==> config.mk <==
export PLATFORM = sky130hd
export DESIGN_NAME = popcount_scheduler
export DESIGN_NICKNAME = d
export VERILOG_FILES = /design/src/rtl/popcount_scheduler.sv
export SDC_FILE = /design/constraint.sdc
export NUM_CORES = 1
export LEC_CHECK = 0
export CELL_PAD_IN_SITES_DETAIL_PLACEMENT = 1
export CELL_PAD_IN_SITES_GLOBAL_PLACEMENT = 2
export CORE_ASPECT_RATIO = 0.5
export CORE_MARGIN = 5
export CORE_UTILIZATION = 25
export CTS_CLUSTER_DIAMETER = 40
export CTS_CLUSTER_SIZE = 14
export DETAILED_ROUTE_END_ITERATION = 6
export PLACE_DENSITY_LB_ADDON = 0.1
export RECOVER_POWER = 100
export SYNTH_ARGS = -nofsm -noshare
export SYNTH_HDL_FRONTEND = slang
export SYNTH_SLANG_ARGS = --single-unit
==> constraint.sdc <==
create_clock -name clk -period 3.86 [get_ports clk]
set_input_delay 0.772 -clock clk [delete_from_list [all_inputs] [get_ports clk]]
set_output_delay 0.772 -clock clk [all_outputs]
set_load 0.005 [all_outputs]
==> src/rtl/popcount_scheduler.sv <==
// Sequencing controller for the PopCount datapath: accepts SIMD chunks, issues each with a
// one-cycle start pulse, accumulates SYNAPSE_FOLD results and hands the sum downstream.
module popcount_scheduler #(
   parameter int WEIGHT_LEVELS  = 2,
   parameter int SIMD_WIDTH     = 4,
   parameter int POPCOUNT_WIDTH = 8,
   parameter int SYNAPSE_FOLD   = 4,
   parameter int ACC_WIDTH      = 16,
   localparam int DW     = WEIGHT_LEVELS * SIMD_WIDTH,
   localparam int GW     = POPCOUNT_WIDTH * SIMD_WIDTH,
   localparam int FIDX_W = (SYNAPSE_FOLD > 1) ? $clog2(SYNAPSE_FOLD) : 1
) (
   input  logic                      clk,
   input  logic                      rst,
   input  logic                      in_valid,
   output logic                      in_ready,
   input  logic [DW-1:0]             in_data,
   input  logic [GW-1:0]             in_gamma,
   output logic                      pc_start,
   output logic [DW-1:0]             pc_in,
   output logic [GW-1:0]             pc_gamma,
   input  logic [POPCOUNT_WIDTH-1:0] pc_out,
   input  logic                      pc_done,
   output logic                      acc_valid,
   input  logic                      acc_ready,
   output logic [ACC_WIDTH-1:0]      acc_data,
   output logic                      acc_ovf,
   output logic [FIDX_W-1:0]         fold_idx,
   output logic [1:0]                dbg_state
);

   // Handshakes: a transfer happens on a rising edge where valid and ready are both high;
   // valid is never withdrawn and the payload is held stable until that edge.

   typedef enum logic [1:0] {
      S_IDLE  = 2'd0,
      S_ISSUE = 2'd1,
      S_WAIT  = 2'd2,
      S_OUT   = 2'd3
   } state_t;

   localparam logic [FIDX_W-1:0] LAST_IDX = FIDX_W'(SYNAPSE_FOLD - 1);

   state_t                state_q, state_d;
   logic [DW-1:0]         pc_in_q, pc_in_d;
   logic [GW-1:0]         pc_gamma_q, pc_gamma_d;
   logic [ACC_WIDTH-1:0]  acc_q, acc_d;
   logic                  ovf_q, ovf_d;
   logic [FIDX_W-1:0]     fold_q, fold_d;
   logic [ACC_WIDTH:0]    sum;

   // One extra bit catches the carry that triggers saturation.
   assign sum = {1'b0, acc_q} + {{(ACC_WIDTH + 1 - POPCOUNT_WIDTH){1'b0}}, pc_out};

   always_comb begin
      state_d    = state_q;
      pc_in_d    = pc_in_q;
      pc_gamma_d = pc_gamma_q;
      acc_d      = acc_q;
      ovf_d      = ovf_q;
      fold_d     = fold_q;
      case (state_q)
         S_IDLE: begin
            if (in_valid) begin
               pc_in_d    = in_data;
               pc_gamma_d = in_gamma;
               state_d    = S_ISSUE;
            end
         end
         S_ISSUE: state_d = S_WAIT;
         S_WAIT: begin
            if (pc_done) begin
               if (sum[ACC_WIDTH]) begin
                  acc_d = '1;
                  ovf_d = 1'b1;
               end else begin
                  acc_d = sum[ACC_WIDTH-1:0];
               end
               if (fold_q == LAST_IDX) begin
                  state_d = S_OUT;
               end else begin
                  fold_d  = fold_q + 1'b1;
                  state_d = S_IDLE;
               end
            end
         end
         S_OUT: begin
            if (acc_ready) begin
               acc_d   = '0;
               ovf_d   = 1'b0;
               fold_d  = '0;
               state_d = S_IDLE;
            end
         end
         default: state_d = S_IDLE;
      endcase
   end

   always_ff @(posedge clk) begin
      if (rst) begin
         state_q    <= S_IDLE;
         pc_in_q    <= '0;
         pc_gamma_q <= '0;
         acc_q      <= '0;
         ovf_q      <= 1'b0;
         fold_q     <= '0;
      end else begin
         state_q    <= state_d;
         pc_in_q    <= pc_in_d;
         pc_gamma_q <= pc_gamma_d;
         acc_q      <= acc_d;
         ovf_q      <= ovf_d;
         fold_q     <= fold_d;
      end
   end

   assign in_ready  = (state_q == S_IDLE);
   assign pc_start  = (state_q == S_ISSUE);
   assign acc_valid = (state_q == S_OUT);
   assign pc_in     = pc_in_q;
   assign pc_gamma  = pc_gamma_q;
   assign acc_data  = acc_q;
   assign acc_ovf   = ovf_q;
   assign fold_idx  = fold_q;
   assign dbg_state = state_q;

endmodule

Word-level counts from Yosys, hierarchy flattened
Index checks and enable logic that the tools add are counted.
{"block": "classes", "addsub": 2, "n_eq_ne": 9, "mux": 16, "n_reduce_logical": 7}
{"operator": "two-way mux 16 bit", "n": 3}
{"operator": "one-hot mux 16 bit (2 select lines)", "n": 1}
{"operator": "adder 16 x 8 -> 17 bit", "n": 1}
{"operator": "two-way mux 2 bit", "n": 6}
{"operator": "!= test 2 bit (second input constant)", "n": 4}
{"operator": "one-hot mux 2 bit (4 select lines)", "n": 1}
{"operator": "AND reduction 4 bit", "n": 2}
{"operator": "== test 2 bit (second input constant)", "n": 3}
{"operator": "AND reduction 3 bit", "n": 2}
{"operator": "one-hot mux 2 bit (2 select lines)", "n": 1}
{"operator": "two-way mux 1 bit", "n": 3}
{"operator": "adder 2 x 1 -> 2 bit (second input constant)", "n": 1}
{"operator": "== test 2 x 1 -> 1 bit (second input constant)", "n": 1}
{"operator": "logical NOT 2 bit", "n": 1}
{"operator": "!= test 2 x 1 -> 1 bit (second input constant)", "n": 1}
{"operator": "one-hot mux 1 bit (2 select lines)", "n": 1}
{"operator": "AND reduction 2 bit", "n": 1}
{"operator": "nonzero test 2 bit", "n": 1}
{"block": "totals", "reg_bits": 61, "input_bits": 53, "output_inout_bits": 64, "word_cells": 40}

Longest topological paths before layout
{"block": "logic_depth", "depth_word": 4, "ltp_mapped": 8, "mapped_depth_nobuf": 7}

Least setup slack after synthesis
OpenSTA, ideal clock, no wires.
{"block": "synth_timing", "path_type": "input port to flip-flop", "startpoint": "input pc_out[0]", "endpoint": "register acc_q[10] (netlist: acc_data[10])", "setup_time_ps": 124, "t_arrival_ps": 2404, "required_time_ps": 3736, "slack_ps": 1332, "path_stages": 8, "n_path_buf": 1, "path_cell_list": "ha_1 fa_1 a211oi_2 nor3_2 o211a_4 buf_6 a41oi_2 o22ai_2"}
{"block": "synth_between", "elab_chain_cells": 4}
{"item": "from (decl)", "line": "22", "source": "input logic [POPCOUNT_WIDTH-1:0] pc_out,"}
{"item": "adder 16 x 8 -> 17 bit", "line": "53", "source": "assign sum = {1'b0, acc_q} + {{(ACC_WIDTH + 1 - POPCOUNT_WIDTH){1'b0}}, pc_out};"}
{"item": "two-way mux 16 bit", "line": "73", "source": "if (sum[ACC_WIDTH]) begin"}
{"item": "two-way mux 16 bit", "line": "72", "source": "if (pc_done) begin"}
{"item": "one-hot mux 16 bit (2 select lines)", "line": "62", "source": "case (state_q)"}
{"item": "to (signal assigned)", "line": "104", "source": "acc_q <= '0;"}
{"item": "to (signal assigned)", "line": "111", "source": "acc_q <= acc_d;"}
{"item": "to (decl)", "line": "47", "source": "logic [ACC_WIDTH-1:0] acc_q, acc_d;"}
Every way passes these cells. The select of a mux whose other input is x is not followed.
A chain may end at the register's enable or synchronous reset.

Final worst setup path
{"block": "layout_timing", "startpoint": "input pc_out[0]", "endpoint": "register acc_q[3] (netlist: acc_data[3])"}
The elaborated chain is that of the path after synthesis.

==> impl_metrics.tcl <==
set metrics [dict create \
    report.final.slew_viol_count 42 \
    cts-buffers-inserted 9 \
    reg2reg_to "pc_gamma[20]" \
    dpl.hpwl_um 6860 \
    cts-root-buf "clkbuf_16" \
    rsz0062_at_grt "false" \
    period_needed_ps 3130 \
    ir_drop_v 0.000176 \
    syn_area_per_cell_um2 8.27 \
    post_cts_buffers 0 \
    r2r_start "dbg_state[1]" \
    syn-num-nets 411 \
    drive_gt1_share_pct 6.94 \
    hold_path.class "flop to flop" \
    clkLatencyLatePin_ps 320 \
    io_buffers 116 \
    drt_iter0_markers 118 \
    wl_met2_um 4720 \
    yosysMostFrequentCell "nand2_1" \
    clock-skew-final_ps 8.22 \
    cp.required_ps 4050 \
    n_antenna_cell 0 \
    io_pins 117 \
    ant_nets 0 \
    status "finished, violations left" \
    grt_antenna_before_repair 0 \
    cp_max_fo 14 \
    synth_area_leaders "dfxtp_1, nand2_1, a21oi_1, ha_1, nor2_1" \
    worstPathArrival_ps 3320 \
    synth_largest_area_cell "dfxtp_1" \
    die-height_um 85.9 \
    dieArea_mm2 0.0139 \
    cts_tree "yes" \
    postPlaceCellArea_mm2 0.00412 \
    grtUsageTotal_pct 13.4 \
    wl_met3_um 458 \
    max-slew-margin-rel_pct -22.0 \
    cap_viol_max_count 1 \
    top_layer "met4" \
    cts.sinks 61 \
    hold_viol 0 \
    synth_area_mm2 0.00288 \
    rows 27 \
    clock_path_buffers 2 \
    max_freq_ghz 0.319 \
    overflow 0 \
    synth-seq-cells 61 \
    start_kind "input pin" \
    drt_wl_total_um 9320 \
    fin_crit_sh_pct 81.1 \
    core_area_mm2 0.0111 \
    num_vias 2850 \
    ys.warnings.count 0 \
    drt-vias-per-instance 4.70 \
    wl_met1_um 4070 \
    worst-slew-pin-transition_ps 1830 \
    drt-wirelength-per-cell_um 15.4 \
    cts_hold_buf 0 \
    post_cts_resized 0 \
    postLayoutCellArea_mm2 0.00435 \
    grt_max_degree 43 \
    dr.pass1.iters 4 \
    fp.dieW_um 162 \
    power_density_mw_per_mm2 378 \
    synth_commonest_cells "nand2_1, dfxtp_1, a21oi_1" \
    worst_setup_path_end_kind "flop" \
    synth_cells 348 \
    ctsHtreeMaxLevel 3 \
    async_flop_share_pct 0 \
    crit_end "acc_data[3]" \
    nets 521 \
    place_congestion 0.773 \
    ys_types 53 \
    violations "capacitance limit, slew limit" \
    start_util_pct 25.9 \
    synth_seq_area_share_pct 42.5 \
    critPathKind "input pin to flop" \
    synth_edf_count 0 \
    drc 0 \
    synth_top_area_share_pct 42.5 \
    grt_pass1_wl_um 15200 \
    leakagePower_nw 1.78 \
    cts.clk_slew.worst_paths_ps 50 \
    holdPathStages 2 \
    critPathLaunch "pc_out[0]" \
    setup_tns_ps 0 \
    r2r_setup_slack_ps 1220 \
    area_growth_pct 51.1 \
    reg2reg_depth 5 \
    setup_viol 0 \
    first_global_vias 3008 \
    synth-main-ff-cell "dfxtp_1" \
]
cell usage in the layout, fill, tap and decap left out, drive strengths merged, types with 2 or more instances in the layout:
master,n
ha,9
a311oi,2
inv,4
a32oi,2
clkdlybuf4s50,49
nor2,13
nor4,2
nor2b,3
nand2,98
o21ai,17
dlygate4sd3,66
or2,2
dfxtp,61
nand3,4
buf,3
nand2b,4
o31ai,2
a211oi,2
xor2,3
o211ai,4
a21o,5
a22o,3
o2111ai,2
clkinv,2
a22oi,2
nor3b,3
nor3,3
a31oi,2
o21bai,3
a21oi,56
and2,4
clkbuf,13
a41oi,2
power breakdown:
| part | total (mW) | internal, mW | switching (mW) |
|---|---|---|---|
| combinational | 0.241 | 0.129 | 0.112 |
| clock | 0.718 | 0.459 | 0.260 |
| sequential | 0.683 | 0.662 | 0.0205 |
| total | 1.64 | 1.25 | 0.392 |
layout make-up:
cell class              count  area, um2
fillers                  1293       6770
multi-input cells         263       1490
flip-flops and latches     61       1220
repair buffers            119       1170
clock buffers              12        256
well taps                 145        181
inverters                   4       15.0
clock inverters             2       10.0
through the flow:
stage	hold WS, ps	worst slack, ps	utilization (%)	total power, mW	instances
after CTS	456	1100	39.5	1.69	606
after global placement	443	773	37.1	0.948	592
after floorplan	451	1330	-	0.806	348
final	449	728	39.1	1.64	606
after detailed placement	450	760	37.1	0.957	592
after global routing	463	518	39.1	1.73	606
worst min-delay path by stage:
stage	from	to	slack, ps
CTS	pc_gamma[18]	pc_gamma[18]	460
global placement	pc_gamma[20]	pc_gamma[20]	440
floorplan	acc_data[5]	acc_data[5]	450
global route	pc_gamma[16]	pc_gamma[16]	460
detailed placement	pc_gamma[18]	pc_gamma[18]	450
finish	pc_gamma[18]	pc_gamma[18]	450
critical path, cell delays in order:
cell and delay [ps]:
dlygate4sd3_1 540, ha_1 240, fa_1 430, a211oi_1 370, nor3_1 160, o211a_1 410
o21ai_0 310, a21oi_2 80
registers in the layout (all words and copies together) (netlist names):
signal and count:
fold_idx 2, pc_in 8, dbg_state 2, pc_gamma 32, acc_data 16, acc_ovf 1
cells by family (layout without fill, tap and decap cells):
kind of cell | Yosys count | after routing | share of synthesized area [%]
simple gates | 141 | 141 | 21.9
compound gates | 107 | 107 | 24.9
flops | 61 | 61 | 42.5
buf+inv | 24 | 137 | 4.44
fa+ha+maj | 10 | 10 | 4.61
xor+xnor | 4 | 4 | 1.22
mux | 1 | 1 | 0.522
metal layers:
| metal | up-vias | GRT usage, % |
|---|---|---|
| met5 | - | 0 |
| met4 | 0 | 2.99 |
| met3 | 6 | 4.22 |
| met2 | 62 | 25.1 |
| met1 | 1353 | 15.1 |
| li1 | 1429 | - |
(Power assumes the default switching activity.)
==> RTL edit: new RTL, same flow settings <==
Change the parameter `POPCOUNT_WIDTH` from 8 to 9.
--- a/src/rtl/popcount_scheduler.sv
+++ b/src/rtl/popcount_scheduler.sv
@@ -4,5 +4,5 @@
    parameter int WEIGHT_LEVELS  = 2,
    parameter int SIMD_WIDTH     = 4,
-   parameter int POPCOUNT_WIDTH = 8,
+   parameter int POPCOUNT_WIDTH = 9,
    parameter int SYNAPSE_FOLD   = 4,
    parameter int ACC_WIDTH      = 16,
Ports: changed (resized in_gamma, pc_gamma and pc_out); port bits go from 117 to 126. The function was not compared with the original's and may differ.
==> RTL edit against the original RTL <==
The flow still finishes with violations (capacitance limit, slew limit); combinational power is 7% higher; setup slack worse by 90 ps; routed wire length is 4.4% higher; critical path type unchanged; cell area is 3.8% higher; die area is 0.60% lower; critical path depth is 1 higher; power is 13% higher; sequential share of layout area is 0.74 points higher; via count is 3.3% higher; sequential power is 6.4% higher; area after synthesis is 0.65% lower; sequential cell count is 4 higher.
==> RTL edit: results (changes against the original RTL) <==
Avg Synthesized Cell Area - 7.92 µm² (-4.2%)
Placed cell areas - 4210 µm² (+2.1%)
XOR/XNOR Fraction of Synth Area - 0.0184 (+0.00621)
Multi-input logic area - 1430 µm² (-3.7%)
Synth Area in Compound Gates - 0.198 (-0.0505)
Synth Area in Adders - 0.0508 (+0.00468)
DPL Wire Length - 7310 µm (+6.5%)
Total GRT Usage - 0.143 (+0.00898)
Port Buffers - 125 (+7.8%)
Pre-CTS setup slack - 502 ps (-257 ps)
Slew Viols, Final - 46 (+9.5%)
Total die area - 13800 µm² (-0.60%)
Post-synth top cells - nand2_1 (106), dfxtp_1 (65), a21oi_1 (63), nor2_1 (19), clkbuf_1 (15)
CLK BUF - 11 (-1)
Total Nets Final - 548 (+5.2%)
Library cells used by synthesis - 43 (-19%)
Status - finished, violations left
Mux share of post-synthesis cell area - 0.00701 (+0.00179)
R2R Setup Slk - 1190 ps (-30 ps)
Max_cap viols - 1 (unchanged)
Signal buf overhead - 0.279 (+0.00833)
Failing checks - capacitance limit, slew limit
Hold Crit Start - pc_in[0]
P_leak - 0.00194 µW (+8.7%)
Vias - 2943 (+3.3%)
Bufs w/o clock - 127 (+6.7%)
Flip-flop and latch count - 65 (+6.6%)
WL met2 - 4890 µm (+3.5%)
Initial DRC Count - 121 (+2.5%)
Final cell count without fillers - 629 (+3.8%)
First-pass GRT wire length - 16300 µm (+7.0%)
Met3 WL post-DR - 465 µm (+1.5%)
Slew margin rel. - -0.340 (-0.120)
Inst Count DP - 613 (+3.5%)
VDD IR-drop max - 0.166 mV (-5.8%)
## RTL edit: cell count changes after synthesis, moves of 5 or more
cell | before | now
nor2_1 | 13 | 19
nand2_1 | 98 | 106
a21oi_2 | 5 | 0
o21ai_1 | 5 | 0
o21ai_2 | 5 | 0
a21oi_1 | 50 | 63
xnor2_1 | 1 | 6
nor3_1 | 2 | 7
## RTL edit: worst max-delay path by stage
stage	to	slack [ps]	cells past startpoint
2_1_floorplan	acc_data[7]	1160	9
3_3_place_gp	acc_data[7]	570	9
5_1_grt	acc_data[1]	490	9
6_report	acc_data[7]	640	9
4_1_cts	acc_data[7]	840	9
3_5_place_dp	acc_data[7]	500	9
## RTL edit: logic make-up after synthesis
logic type	count (synthesis)
buf+inv	25
mux	2
flops	65
simple gates	157
compound gates	95
fa+ha+maj	11
xor+xnor	6
## RTL edit: power by group
group / internal [µW] / leakage, µW / total (µW) / switching (µW)
clock network: 582 / 0.000159 / 870 / 289
logic: 140 / 0.00125 / 259 / 119
registers: 707 / 0.000531 / 727 / 20.8
